**src/rtl/id_stage_pkg.sv**
```systemverilog
// Shared bus widths, bus layouts, opcode constants and operand-forwarding helper for the ID stage.
// Latency: n/a (declarations only).
// Backpressure: n/a.
package id_stage_pkg;

    localparam int FS_TO_DS_BUS_WD = 64;
    localparam int BR_BUS_WD       = 34;
    localparam int DS_TO_ES_BUS_WD = 136;
    localparam int ES_FWD_BUS_WD   = 39;
    localparam int MS_FWD_BUS_WD   = 38;
    localparam int WS_TO_RF_BUS_WD = 38;

    // alu_op bit positions
    localparam int ALU_OP_WD = 12;
    localparam int ALU_ADD   = 0;
    localparam int ALU_SUB   = 1;
    localparam int ALU_SLT   = 2;
    localparam int ALU_SLTU  = 3;
    localparam int ALU_AND   = 4;
    localparam int ALU_NOR   = 5;
    localparam int ALU_OR    = 6;
    localparam int ALU_XOR   = 7;
    localparam int ALU_SLL   = 8;
    localparam int ALU_SRL   = 9;
    localparam int ALU_SRA   = 10;
    localparam int ALU_LUI   = 11;

    // primary opcodes
    localparam logic [5:0] OP_SPECIAL = 6'h00;
    localparam logic [5:0] OP_JAL     = 6'h03;
    localparam logic [5:0] OP_BEQ     = 6'h04;
    localparam logic [5:0] OP_BNE     = 6'h05;
    localparam logic [5:0] OP_ADDIU   = 6'h09;
    localparam logic [5:0] OP_LUI     = 6'h0f;
    localparam logic [5:0] OP_LW      = 6'h23;
    localparam logic [5:0] OP_SW      = 6'h2b;

    // SPECIAL function codes
    localparam logic [5:0] FN_SLL  = 6'h00;
    localparam logic [5:0] FN_SRL  = 6'h02;
    localparam logic [5:0] FN_SRA  = 6'h03;
    localparam logic [5:0] FN_JR   = 6'h08;
    localparam logic [5:0] FN_ADDU = 6'h21;
    localparam logic [5:0] FN_SUBU = 6'h23;
    localparam logic [5:0] FN_AND  = 6'h24;
    localparam logic [5:0] FN_OR   = 6'h25;
    localparam logic [5:0] FN_XOR  = 6'h26;
    localparam logic [5:0] FN_NOR  = 6'h27;
    localparam logic [5:0] FN_SLT  = 6'h2a;
    localparam logic [5:0] FN_SLTU = 6'h2b;

    typedef struct packed {
        logic [31:0] inst;
        logic [31:0] pc;
    } fs_to_ds_t;

    typedef struct packed {
        logic [ALU_OP_WD-1:0] alu_op;
        logic                 load_op;
        logic                 src1_is_sa;
        logic                 src1_is_pc;
        logic                 src2_is_imm;
        logic                 src2_is_8;
        logic                 gr_we;
        logic                 mem_we;
        logic [4:0]           dest;
        logic [15:0]          imm;
        logic [31:0]          rs_value;
        logic [31:0]          rt_value;
        logic [31:0]          pc;
    } ds_to_es_t;

    typedef struct packed {
        logic        br_stall;
        logic        br_taken;
        logic [31:0] br_target;
    } br_t;

    typedef struct packed {
        logic        es_valid;
        logic        es_load;
        logic [4:0]  es_dest;
        logic [31:0] es_result;
    } es_fwd_t;

    typedef struct packed {
        logic        ms_valid;
        logic [4:0]  ms_dest;
        logic [31:0] ms_result;
    } ms_fwd_t;

    typedef struct packed {
        logic        rf_we;
        logic [4:0]  rf_waddr;
        logic [31:0] rf_wdata;
    } ws_rf_t;

    // Youngest producer wins: EX, then MEM, then the value being written back this cycle, then the array.
    function automatic logic [31:0] fwd_operand(
        input logic [4:0]  addr,
        input es_fwd_t     es,
        input ms_fwd_t     ms,
        input ws_rf_t      ws,
        input logic [31:0] rf_val
    );
        logic [31:0] v;
        v = rf_val;
        if (addr == 5'd0)
            v = 32'd0;
        else if (es.es_valid && es.es_dest == addr)
            v = es.es_result;
        else if (ms.ms_valid && ms.ms_dest == addr)
            v = ms.ms_result;
        else if (ws.rf_we && ws.rf_waddr == addr)
            v = ws.rf_wdata;
        return v;
    endfunction

endpackage

```
**src/rtl/id_stage_regfile.sv**
```systemverilog
// 32x32 register file: two asynchronous read ports, one synchronous write port; $0 reads as zero.
// Latency: reads combinational, write visible after the clock edge.
// Backpressure: none.
module id_stage_regfile (
    input  logic        i_clk,
    input  logic [4:0]  i_raddr1,
    output logic [31:0] o_rdata1,
    input  logic [4:0]  i_raddr2,
    output logic [31:0] o_rdata2,
    input  logic        i_we,
    input  logic [4:0]  i_waddr,
    input  logic [31:0] i_wdata
);

    logic [31:0] r_rf [32];

    // Write port; register 0 is never written so it stays hardwired to zero on read.
    always_ff @(posedge i_clk) begin
        if (i_we && i_waddr != 5'd0)
            r_rf[i_waddr] <= i_wdata;
    end

    assign o_rdata1 = (i_raddr1 == 5'd0) ? 32'd0 : r_rf[i_raddr1];
    assign o_rdata2 = (i_raddr2 == 5'd0) ? 32'd0 : r_rf[i_raddr2];

endmodule

```
**src/rtl/id_stage.sv**
```systemverilog
// MIPS decode stage: decode, operand forwarding, load-use stall, branch/jump resolution.
// Latency: one cycle from fetch handshake to the bundle being presented to EX.
// Backpressure: holds the instruction while EX refuses or a load-use hazard exists; ds_allowin drops.
module id_stage
    import id_stage_pkg::*;
(
    input  logic                       i_clk,
    input  logic                       i_reset,
    input  logic                       i_es_allowin,
    output logic                       o_ds_allowin,
    input  logic                       i_fs_to_ds_valid,
    input  logic [FS_TO_DS_BUS_WD-1:0] i_fs_to_ds_bus,
    output logic                       o_ds_to_es_valid,
    output logic [DS_TO_ES_BUS_WD-1:0] o_ds_to_es_bus,
    output logic [BR_BUS_WD-1:0]       o_br_bus,
    input  logic [ES_FWD_BUS_WD-1:0]   i_es_fwd_bus,
    input  logic [MS_FWD_BUS_WD-1:0]   i_ms_fwd_bus,
    input  logic [WS_TO_RF_BUS_WD-1:0] i_ws_to_rf_bus
);

    logic      r_ds_valid;
    fs_to_ds_t r_fs_bus;

    es_fwd_t   w_es;
    ms_fwd_t   w_ms;
    ws_rf_t    w_ws;
    assign w_es = i_es_fwd_bus;
    assign w_ms = i_ms_fwd_bus;
    assign w_ws = i_ws_to_rf_bus;

    // instruction fields
    logic [5:0]  w_op, w_func;
    logic [4:0]  w_rs, w_rt, w_rd;
    logic [15:0] w_imm;
    logic [25:0] w_index;
    assign w_op    = r_fs_bus.inst[31:26];
    assign w_rs    = r_fs_bus.inst[25:21];
    assign w_rt    = r_fs_bus.inst[20:16];
    assign w_rd    = r_fs_bus.inst[15:11];
    assign w_func  = r_fs_bus.inst[5:0];
    assign w_imm   = r_fs_bus.inst[15:0];
    assign w_index = r_fs_bus.inst[25:0];

    // instruction class decode
    logic w_special;
    logic w_addu, w_subu, w_slt, w_sltu, w_and, w_or, w_xor, w_nor;
    logic w_sll, w_srl, w_sra, w_jr;
    logic w_addiu, w_lui, w_lw, w_sw, w_beq, w_bne, w_jal;
    logic w_shift, w_r_alu, w_is_br;
    assign w_special = (w_op == OP_SPECIAL);
    assign w_addu  = w_special && w_func == FN_ADDU;
    assign w_subu  = w_special && w_func == FN_SUBU;
    assign w_slt   = w_special && w_func == FN_SLT;
    assign w_sltu  = w_special && w_func == FN_SLTU;
    assign w_and   = w_special && w_func == FN_AND;
    assign w_or    = w_special && w_func == FN_OR;
    assign w_xor   = w_special && w_func == FN_XOR;
    assign w_nor   = w_special && w_func == FN_NOR;
    assign w_sll   = w_special && w_func == FN_SLL;
    assign w_srl   = w_special && w_func == FN_SRL;
    assign w_sra   = w_special && w_func == FN_SRA;
    assign w_jr    = w_special && w_func == FN_JR;
    assign w_addiu = (w_op == OP_ADDIU);
    assign w_lui   = (w_op == OP_LUI);
    assign w_lw    = (w_op == OP_LW);
    assign w_sw    = (w_op == OP_SW);
    assign w_beq   = (w_op == OP_BEQ);
    assign w_bne   = (w_op == OP_BNE);
    assign w_jal   = (w_op == OP_JAL);
    assign w_shift = w_sll | w_srl | w_sra;
    assign w_r_alu = w_addu | w_subu | w_slt | w_sltu | w_and | w_or | w_xor | w_nor | w_shift;
    assign w_is_br = w_beq | w_bne | w_jal | w_jr;

    logic [ALU_OP_WD-1:0] w_alu_op;
    assign w_alu_op[ALU_ADD]  = w_addu | w_addiu | w_lw | w_sw | w_jal;
    assign w_alu_op[ALU_SUB]  = w_subu;
    assign w_alu_op[ALU_SLT]  = w_slt;
    assign w_alu_op[ALU_SLTU] = w_sltu;
    assign w_alu_op[ALU_AND]  = w_and;
    assign w_alu_op[ALU_NOR]  = w_nor;
    assign w_alu_op[ALU_OR]   = w_or;
    assign w_alu_op[ALU_XOR]  = w_xor;
    assign w_alu_op[ALU_SLL]  = w_sll;
    assign w_alu_op[ALU_SRL]  = w_srl;
    assign w_alu_op[ALU_SRA]  = w_sra;
    assign w_alu_op[ALU_LUI]  = w_lui;

    logic       w_gr_we;
    logic [4:0] w_dest;
    assign w_gr_we = w_r_alu | w_addiu | w_lui | w_lw | w_jal;

    // Destination selection; forced to zero for anything that does not write a register.
    always_comb begin
        w_dest = 5'd0;
        if (w_r_alu)
            w_dest = w_rd;
        else if (w_addiu || w_lui || w_lw)
            w_dest = w_rt;
        else if (w_jal)
            w_dest = 5'd31;
    end

    // register file and forwarding
    logic [31:0] w_rf_rdata1, w_rf_rdata2, w_rs_value, w_rt_value;

    id_stage_regfile u_regfile (
        .i_clk    (i_clk),
        .i_raddr1 (w_rs),
        .o_rdata1 (w_rf_rdata1),
        .i_raddr2 (w_rt),
        .o_rdata2 (w_rf_rdata2),
        .i_we     (w_ws.rf_we),
        .i_waddr  (w_ws.rf_waddr),
        .i_wdata  (w_ws.rf_wdata)
    );

    assign w_rs_value = fwd_operand(w_rs, w_es, w_ms, w_ws, w_rf_rdata1);
    assign w_rt_value = fwd_operand(w_rt, w_es, w_ms, w_ws, w_rf_rdata2);

    // load-use hazard: only sources the instruction actually reads can stall it
    logic w_rs_used, w_rt_used, w_rs_hazard, w_rt_hazard, w_ds_ready_go;
    assign w_rs_used   = (w_r_alu & ~w_shift) | w_addiu | w_lw | w_sw | w_beq | w_bne | w_jr;
    assign w_rt_used   = w_r_alu | w_sw | w_beq | w_bne;
    assign w_rs_hazard = w_rs_used && w_rs != 5'd0 && w_es.es_valid && w_es.es_load && w_es.es_dest == w_rs;
    assign w_rt_hazard = w_rt_used && w_rt != 5'd0 && w_es.es_valid && w_es.es_load && w_es.es_dest == w_rt;
    assign w_ds_ready_go = ~(w_rs_hazard | w_rt_hazard);

    // branch resolution
    logic [31:0] w_pc_plus4, w_br_offset, w_target;
    logic        w_take, w_br_taken, w_br_stall;
    br_t         w_br;
    assign w_pc_plus4  = r_fs_bus.pc + 32'd4;
    assign w_br_offset = {{14{w_imm[15]}}, w_imm, 2'b00};

    // Target select among conditional branch, jal and jr.
    always_comb begin
        w_target = w_pc_plus4 + w_br_offset;
        if (w_jal)
            w_target = {w_pc_plus4[31:28], w_index, 2'b00};
        else if (w_jr)
            w_target = w_rs_value;
    end

    assign w_take     = (w_beq & (w_rs_value == w_rt_value)) | (w_bne & (w_rs_value != w_rt_value)) | w_jal | w_jr;
    assign w_br_taken = r_ds_valid & w_ds_ready_go & w_take;
    assign w_br_stall = r_ds_valid & w_is_br & ~w_ds_ready_go;
    // target gated so an idle stage presents an all-zero branch bus
    assign w_br.br_stall  = w_br_stall;
    assign w_br.br_taken  = w_br_taken;
    assign w_br.br_target = w_br_taken ? w_target : 32'd0;
    assign o_br_bus       = w_br;

    // handshake
    logic w_ds_allowin;
    assign w_ds_allowin     = ~r_ds_valid | (w_ds_ready_go & i_es_allowin);
    assign o_ds_allowin     = w_ds_allowin;
    assign o_ds_to_es_valid = r_ds_valid & w_ds_ready_go;

    // Stage valid: reset drops any held instruction; otherwise refill whenever the stage can accept.
    always_ff @(posedge i_clk) begin
        if (i_reset)
            r_ds_valid <= 1'b0;
        else if (w_ds_allowin)
            r_ds_valid <= i_fs_to_ds_valid;
    end

    // Instruction/PC capture on an accepted fetch transfer.
    always_ff @(posedge i_clk) begin
        if (i_fs_to_ds_valid && w_ds_allowin)
            r_fs_bus <= i_fs_to_ds_bus;
    end

    // decoded bundle to EX
    ds_to_es_t w_ds_to_es;
    assign w_ds_to_es.alu_op      = w_alu_op;
    assign w_ds_to_es.load_op     = w_lw;
    assign w_ds_to_es.src1_is_sa  = w_shift;
    assign w_ds_to_es.src1_is_pc  = w_jal;
    assign w_ds_to_es.src2_is_imm = w_addiu | w_lui | w_lw | w_sw;
    assign w_ds_to_es.src2_is_8   = w_jal;
    assign w_ds_to_es.gr_we       = w_gr_we;
    assign w_ds_to_es.mem_we      = w_sw;
    assign w_ds_to_es.dest        = w_dest;
    assign w_ds_to_es.imm         = w_imm;
    assign w_ds_to_es.rs_value    = w_rs_value;
    assign w_ds_to_es.rt_value    = w_rt_value;
    assign w_ds_to_es.pc          = r_fs_bus.pc;
    assign o_ds_to_es_bus         = w_ds_to_es;

endmodule

```
**config.mk**
```make
export PLATFORM = sky130hd
export DESIGN_NAME = id_stage
export DESIGN_NICKNAME = d
export VERILOG_FILES = /design/src/rtl/id_stage_pkg.sv /design/src/rtl/id_stage_regfile.sv /design/src/rtl/id_stage.sv
export SDC_FILE = /design/constraint.sdc
export NUM_CORES = 2
export LEC_CHECK = 0
export ABC_AREA = 1
export BUFFER_PORTS_ARGS = -buffer_cell sky130_fd_sc_hd__buf_2
export CORE_MARGIN = 2
export CORE_UTILIZATION = 45
export CTS_CLUSTER_SIZE = 28
export DETAILED_ROUTE_END_ITERATION = 10
export SYNTH_ARGS = -nofsm -noshare
export SYNTH_HDL_FRONTEND = slang
export SYNTH_SLANG_ARGS = --single-unit
```
**constraint.sdc**
```tcl
create_clock -name i_clk -period 5.7 [get_ports i_clk]
set_input_delay 0.285 -clock i_clk [delete_from_list [all_inputs] [get_ports i_clk]]
set_output_delay 0.285 -clock i_clk [all_outputs]
set_load 0.01 [all_outputs]
```
==> Yosys cells after proc, flatten, opt, wreduce, memory -nomap -nowiden <==
Memories as Yosys holds them, arrays and structs flattened. A register that Yosys moved wholly into a read port is not among the register bits.
Cells that the tools add are included.
{ "classes": {"add_sub_neg": 2, "eq_ne": 26, "muxes": 18, "bitwise": 49, "reduce_logical": 37} }
{ "op_table": {"columns": ["op", "n"], "rows": [
  ["$mux W32", 11],
  ["$eq A6 B6 Y1 const B", 10],
  ["$or A1 B1 Y1", 38],
  ["$add A32 B3 Y32 const B", 1],
  ["$add A32 B32 Y32", 1],
  ["$eq A32 B32 Y1", 1],
  ["$ne A32 B32 Y1", 1],
  ["$eq A5 B5 Y1", 6],
  ["$logic_and A1 B1 Y1", 28],
  ["$mux W5", 5],
  ["$eq A6 B2 Y1 const B", 3],
  ["$eq A6 B4 Y1 const B", 3],
  ["$reduce_bool A5 Y1", 3],
  ["$eq A6 B3 Y1 const B", 2],
  ["$logic_not A6 Y1", 2],
  ["$logic_not A5 Y1", 2],
  ["$and A1 B1 Y1", 8],
  ["$not A1 Y1", 3],
  ["$logic_or A1 B1 Y1", 2],
  ["$mux W1", 2]
]} }
{ "word_totals": {"reg_bits": 65, "ram_bits": 1024, "input_bits": 183, "out_inout_bits": 172, "word_cells": 136, "mem_count": 1} }
{ "mem_list": {"columns": ["name", "words", "word_bits", "read_ports", "rd_clocked_by_memory_dff", "wr", "line_no", "source"], "rows": [
  ["u_regfile.r_rf", 32, 32, 2, 2, 1, "id_stage_regfile.sv:15", "logic [31:0] r_rf [32];"]
]} }

==> Logic depth before layout (Yosys ltp) <==
{ "logic_depth": {"depth_word": 27, "depth_mapped": 30, "depth_no_buf": 30} }

==> Cells and area by module <==
Synthesis repeated with hierarchy kept, for this count alone.
{ "unflattened": {"hier_cells": 7809, "hier_area_um2": 62049.5} }
{ "modules_own_cells": {"columns": ["mod", "n_inst", "cells_each", "area_each_um2", "seq_area_each_um2"], "rows": [
  ["id_stage_regfile", 1, 5972, 51687.1, 30749.5],
  ["id_stage", 1, 1837, 10362.4, 1941.9]
]} }

==> Worst setup path after synthesis <==
OpenSTA, ideal clock, no wires.
{ "synth_path": {"path_kind": "reg2out", "from": "register r_fs_bus, in the netlist o_ds_to_es_bus[2]", "to": "output o_br_bus[30]", "arrival_time_ns": 3.838, "required_ns": 5.415, "slack_ns": 1.577, "path_stages_with_launch": 31, "n_path_buf": 0, "path_cell_list": "edfxtp_1 > ha_1 > nand2_1 > nor2_2 > nand2_1 > nor3_1 > nand3_1 > nor2_1 > nand3_1 > nor3_2 > nand2_1 > nor2_1 > inv_1 > nor2_1 > inv_1 > or2_1 > nor2_1 > xor2_1 > inv_1 > ha_1 > nand2_1 > inv_1 > a221oi_1 > o31ai_1 > a31oi_1 > nand2_1 > nand2_1 > nand3_1 > o21ai_0 > o21ai_0 > nor2_2"} }
{ "synth_via": {"elab_chain_len": 5} }
{ "synth_lines": {"columns": ["element", "line_no", "source"], "rows": [
  ["start: declaration", "id_stage.sv:22", "fs_to_ds_t r_fs_bus;"],
  ["start signal: assignment", "id_stage.sv:170", "r_fs_bus <= i_fs_to_ds_bus;"],
  ["$add A32 B3 Y32 (*)", "id_stage.sv:132", "assign w_pc_plus4 = r_fs_bus.pc + 32'd4;"],
  ["$add A32 B32 Y32", "id_stage.sv:137", "w_target = w_pc_plus4 + w_br_offset;"],
  ["$mux W32", "id_stage.sv:140", "else if (w_jr)"],
  ["$mux W32 (*)", "id_stage.sv:138", "if (w_jal)"],
  ["$mux W32 (*)", "id_stage.sv:150", "assign w_br.br_target = w_br_taken ? w_target : 32'd0;"],
  ["end: declaration", "id_stage.sv:15", "output logic [BR_BUS_WD-1:0] o_br_bus,"]
]} }
Every way passes the cells marked *; elsewhere a longest branch is shown, timed or not.

==> Final worst setup path <==
{ "layout_path": {"from": "register r_fs_bus, in the netlist o_ds_to_es_bus[3]", "to": "output o_br_bus[30]"} }
The elaborated chain is that of the path after synthesis.

==> metrics.txt <==
# TYPE chip_impl_metric gauge
chip_impl_metric{name="fp.dieW",unit="µm"} 374.2
chip_impl_metric{name="timing.final.setup_violations",unit=""} 0
chip_impl_metric{name="synth-compound-area-share",unit="%"} 4.755
chip_impl_metric{name="cts.path.max_buffers",unit=""} 3
chip_impl_metric{name="placed_cells",unit=""} 9275
chip_impl_metric{name="finalNetCount",unit=""} 7931
chip_impl_metric{name="ys_types",unit=""} 53
chip_impl_metric{name="grt_pass1_vias",unit=""} 54130
chip_impl_info{name="critical_path_source_type",value="flip-flop"} 1
chip_impl_metric{name="wire_length_of_the_first_global_routing_pass",unit="mm"} 362.4
chip_impl_metric{name="hpwl",unit="mm"} 145.9
chip_impl_metric{name="cts.reportedPaths.clkPinSlew",unit="ns"} 0.06
chip_impl_metric{name="yosysSeqAreaShare",unit="%"} 53.32
chip_impl_info{name="outcome",value="complete, no violations"} 1
chip_impl_metric{name="synthCells",unit=""} 7492
chip_impl_metric{name="numPortBuffers",unit=""} 354
chip_impl_metric{name="post_drt_wl_per_cell",unit="µm"} 26.35
chip_impl_metric{name="antenna_found_initial",unit=""} 33
chip_impl_info{name="synthDominantAreaCellType",value="sky130_fd_sc_hd__edfxtp_1"} 1
chip_impl_metric{name="share_of_the_synthesized_netlist_area_taken_by_xor_and_xnor_gates",unit="%"} 0.6106
chip_impl_metric{name="syn_area_per_cell",unit="µm²"} 8.233
chip_impl_metric{name="p_clk_share",unit="%"} 36.8
chip_impl_info{name="worst_hold_path_type",value="in -> reg"} 1
chip_impl_info{name="tritoncts",value="built"} 1
chip_impl_metric{name="maximum_number_of_pins_on_one_net_before_global_route_repair",unit=""} 172
chip_impl_info{name="min_delay_endpoint",value="u_regfile.r_rf[18][15]"} 1
chip_impl_metric{name="flow.area_growth_from_synthesis",unit="%"} 13.19
chip_impl_metric{name="dr_total_vias",unit=""} 57920
chip_impl_metric{name="ys.warnings.count",unit=""} 0
chip_impl_metric{name="skew",unit="ns"} 0.01891
chip_impl_metric{name="power.share.sequential",unit="%"} 42.1
chip_impl_metric{name="minimum_setup_slack_among_reg_to_reg_paths",unit="ns"} 1.40
chip_impl_info{name="crit_path_top_delay_cell",value="sky130_fd_sc_hd__edfxtp_1"} 1
chip_impl_metric{name="final_cells",unit=""} 9618
chip_impl_metric{name="cp_data_required_time",unit="ns"} 5.41
chip_impl_metric{name="core",unit="mm²"} 0.1358
chip_impl_metric{name="synth_simple_gate_area_share",unit="%"} 33.80
chip_impl_info{name="synth_top_cells_by_area",value="sky130_fd_sc_hd__edfxtp_1, sky130_fd_sc_hd__nand2_1, sky130_fd_sc_hd__nand3_1"} 1
chip_impl_info{name="synthFlopType",value="sky130_fd_sc_hd__edfxtp_1"} 1
chip_impl_metric{name="syn-cell-area",unit="mm²"} 0.06168
chip_impl_metric{name="cp_slowest_stage_delay",unit="ns"} 0.38
chip_impl_metric{name="antenna_left",unit=""} 0
chip_impl_info{name="cts_root_buf",value="sky130_fd_sc_hd__clkbuf_16"} 1
chip_impl_metric{name="globalRouteTotalUtil",unit="%"} 35.14
chip_impl_metric{name="start_util",unit="%"} 45.42
chip_impl_metric{name="power.share.switching",unit="%"} 31.51
chip_impl_metric{name="leakagePower",unit="nW"} 29.03
chip_impl_metric{name="final.period_utilization",unit="%"} 96.23
chip_impl_metric{name="synthDominantCellAreaShare",unit="%"} 52.97
chip_impl_metric{name="transition_time_at_the_pin_with_the_least_slew_margin",unit="ns"} 1.271
chip_impl_metric{name="cell_count_of_the_worst_hold_path",unit=""} 1
chip_impl_metric{name="clk_latency",unit="ns"} 0.78
chip_impl_metric{name="power.internal",unit="W"} 0.01489
chip_impl_metric{name="htree_levels",unit=""} 4
chip_impl_metric{name="yosys-mux-area-fraction",unit="%"} 0
chip_impl_info{name="r2r-start",value="r_fs_bus[62]"} 1
chip_impl_metric{name="vdd_ir_drop_max",unit="mV"} 0.2620
chip_impl_metric{name="design.die.area",unit="mm²"} 0.1400
chip_impl_metric{name="min_period",unit="ns"} 5.485
chip_impl_metric{name="synth_fa_ha_area_share",unit="%"} 0.6410
chip_impl_metric{name="tritoncts.num_buffers",unit=""} 131
chip_impl_info{name="timing_worst_setup_path_type",value="reg -> out"} 1
chip_impl_metric{name="reg2reg_depth",unit=""} 13
chip_impl_metric{name="post_route_cells_drive_above_1_share",unit="%"} 11.13
chip_impl_metric{name="worst_ep_arrival_time",unit="ns"} 5.20
chip_impl_metric{name="post-route-drc-count",unit=""} 0
chip_impl_info{name="synth_most_common_cell",value="sky130_fd_sc_hd__nand2_1"} 1
chip_impl_metric{name="final_critical_path_setup_slack",unit="ns"} 0.2146
chip_impl_info{name="worst_hold_startpoint",value="i_ws_to_rf_bus[15]"} 1
chip_impl_metric{name="cts.sinks",unit=""} 1099
chip_impl_metric{name="powerDensity",unit="mW/mm²"} 311.4
chip_impl_metric{name="worst_slew_margin_relative_to_its_limit",unit="%"} 15.27
chip_impl_metric{name="switchingPower",unit="W"} 0.006849
chip_impl_info{name="dominant_combinational_cell_family_by_area_after_synthesis",value="simple AND/OR/NAND/NOR gates"} 1
chip_impl_metric{name="critPathMaxFanout",unit=""} 5
chip_impl_metric{name="placementRows",unit=""} 135
chip_impl_metric{name="starting_drt_drc_count",unit=""} 7931
chip_impl_metric{name="synthArstFlopShare",unit="%"} 0
chip_impl_metric{name="via_per_inst",unit=""} 6.022
chip_impl_metric{name="comb_power_share",unit="%"} 21.0
chip_impl_metric{name="pin_count",unit=""} 355
chip_impl_metric{name="ys_ff_latch",unit=""} 1099
chip_impl_metric{name="clock.fmax",unit="GHz"} 0.1823
chip_impl_metric{name="routed_wl",unit="mm"} 253.4
chip_impl_info{name="timing.critical_path.to_type",value="primary output"} 1
chip_impl_metric{name="grt_remaining_overflow",unit=""} 0
chip_impl_metric{name="hold_violations",unit=""} 0
chip_impl_metric{name="gp_routability_congestion",unit=""} 0.9819
chip_impl_metric{name="fp.dieH",unit="µm"} 374.2
chip_impl_metric{name="maxCapViolCount",unit=""} 0
chip_impl_metric{name="drt_pre_antenna_iters",unit=""} 6
chip_impl_metric{name="place_ws",unit="ns"} 0.4840
chip_impl_metric{name="drv_slew",unit=""} 0
chip_impl_metric{name="synth_enable_flop_cells",unit=""} 1088
chip_impl_metric{name="final_cell_utilization_of_the_core",unit="%"} 51.41
chip_impl_info{name="synth_top_cells_by_count",value="sky130_fd_sc_hd__nand2_1, sky130_fd_sc_hd__nand3_1, sky130_fd_sc_hd__edfxtp_1"} 1
## power groups by stage
stage / clock network, W / registers [W] / logic, W
floorplan: 0 / 0.00927 / 0.00269
detailed placement: 0 / 0.00932 / 0.00436
global placement: 0 / 0.00932 / 0.00434
global route: 0.00836 / 0.00917 / 0.00489
CTS: 0.00804 / 0.00915 / 0.00443
finish: 0.00800 / 0.00916 / 0.00457
## sequential cells by signal (all words and copies together), names as in the netlist, named ones only
signal and cells:
u_regfile.r_rf 1024, r_ds_valid 1, o_ds_to_es_bus 48, r_fs_bus 16
## timing repair
action	CTS	global route
hold endpoints to repair	269	0
hold buffers	75	0
gates cloned	0	1
pin swaps	5	19
gates resized for setup	11	30
setup endpoints to repair	5	12
buffers inserted	8	6
## layout by cell type, fill, tap and decap left out, drive strengths merged, types with 21 or more instances in the layout
cell,netlist,final
clkinv,2,37
clkbuf,81,180
edfxtp,1088,1088
xor2,29,29
nor2,313,313
ha,30,30
nor3,27,27
inv,245,255
conb,1,32
buf,477,545
o21ai,171,171
a21oi,185,185
nand3,1437,1437
o211ai,68,68
diode,0,21
nand2,3198,3198
dlygate4sd3,0,75
## layer usage
| layer | track usage, % | share of wire [%] | vias up |
|---|---|---|---|
| li1 | - | - | 25620 |
| met1 | 46.01 | 38 | 27660 |
| met2 | 53.10 | 44 | 3790 |
| met3 | 7.443 | 11 | 831 |
| met4 | 22.29 | 6.7 | 12 |
| met5 | 0 | 0.030 | - |
## through the flow
step	hold WS (ns)	setup TNS [ns]	cell area, µm²	power (W)
2_1_floorplan	0.3839	0	61800	0.01196
3_3_place_gp	0.4615	0	64750	0.01365
3_5_place_dp	0.4631	0	64750	0.01368
4_1_cts	0.0001716	0	69580	0.02162
5_1_grt	0.05097	-0.03179	69810	0.02242
6_report	0.03959	0	69810	0.02174
## area by class of cell
| type | instances | area (µm²) |
|---|---|---|
| fill | 12670 | 65990 |
| sequential | 1099 | 32920 |
| multi-input combinational | 5617 | 25060 |
| timing repair buffer | 620 | 4569 |
| clock buffer | 180 | 3525 |
| tap | 1781 | 2228 |
| inverter | 247 | 996.0 |
| clock inverter | 52 | 449.2 |
| antenna | 21 | 52.55 |
| timing repair inverter | 1 | 11.26 |
## worst max-delay path, delay by kind of cell (launching register included)
kind / cells / cell delay (ns)
and+or+nand+nor: 17 / 2.02
DFF: 1 / 0.38
adders and majority gates: 2 / 0.47
buffers and inverters: 5 / 0.37
xor gates and xnor gates: 1 / 0.19
AOI/OAI and AO/OA: 5 / 0.99
## how the worst max path moves through the flow
| stage | cells past startpoint | to | slack [ns] | startpoint |
|---|---|---|---|---|
| 2_1_floorplan | 30 | o_br_bus[30] | 1.58 | o_ds_to_es_bus[2] |
| 3_3_place_gp | 30 | o_br_bus[30] | 0.46 | o_ds_to_es_bus[2] |
| 3_5_place_dp | 30 | o_br_bus[30] | 0.48 | o_ds_to_es_bus[3] |
| 4_1_cts | 30 | o_br_bus[31] | 0.05 | o_ds_to_es_bus[3] |
| 5_1_grt | 30 | o_br_bus[31] | -0.03 | o_ds_to_es_bus[3] |
| 6_report | 30 | o_br_bus[30] | 0.21 | o_ds_to_es_bus[3] |
## logic make-up after synthesis
group           count (synthesis)
compound gates                498
xor+xnor                       43
fa+ha+maj                      31
buf+inv                       807
flops                        1099
other cells                     1
simple gates                 5013
Power figures use the tool's default switching activity.
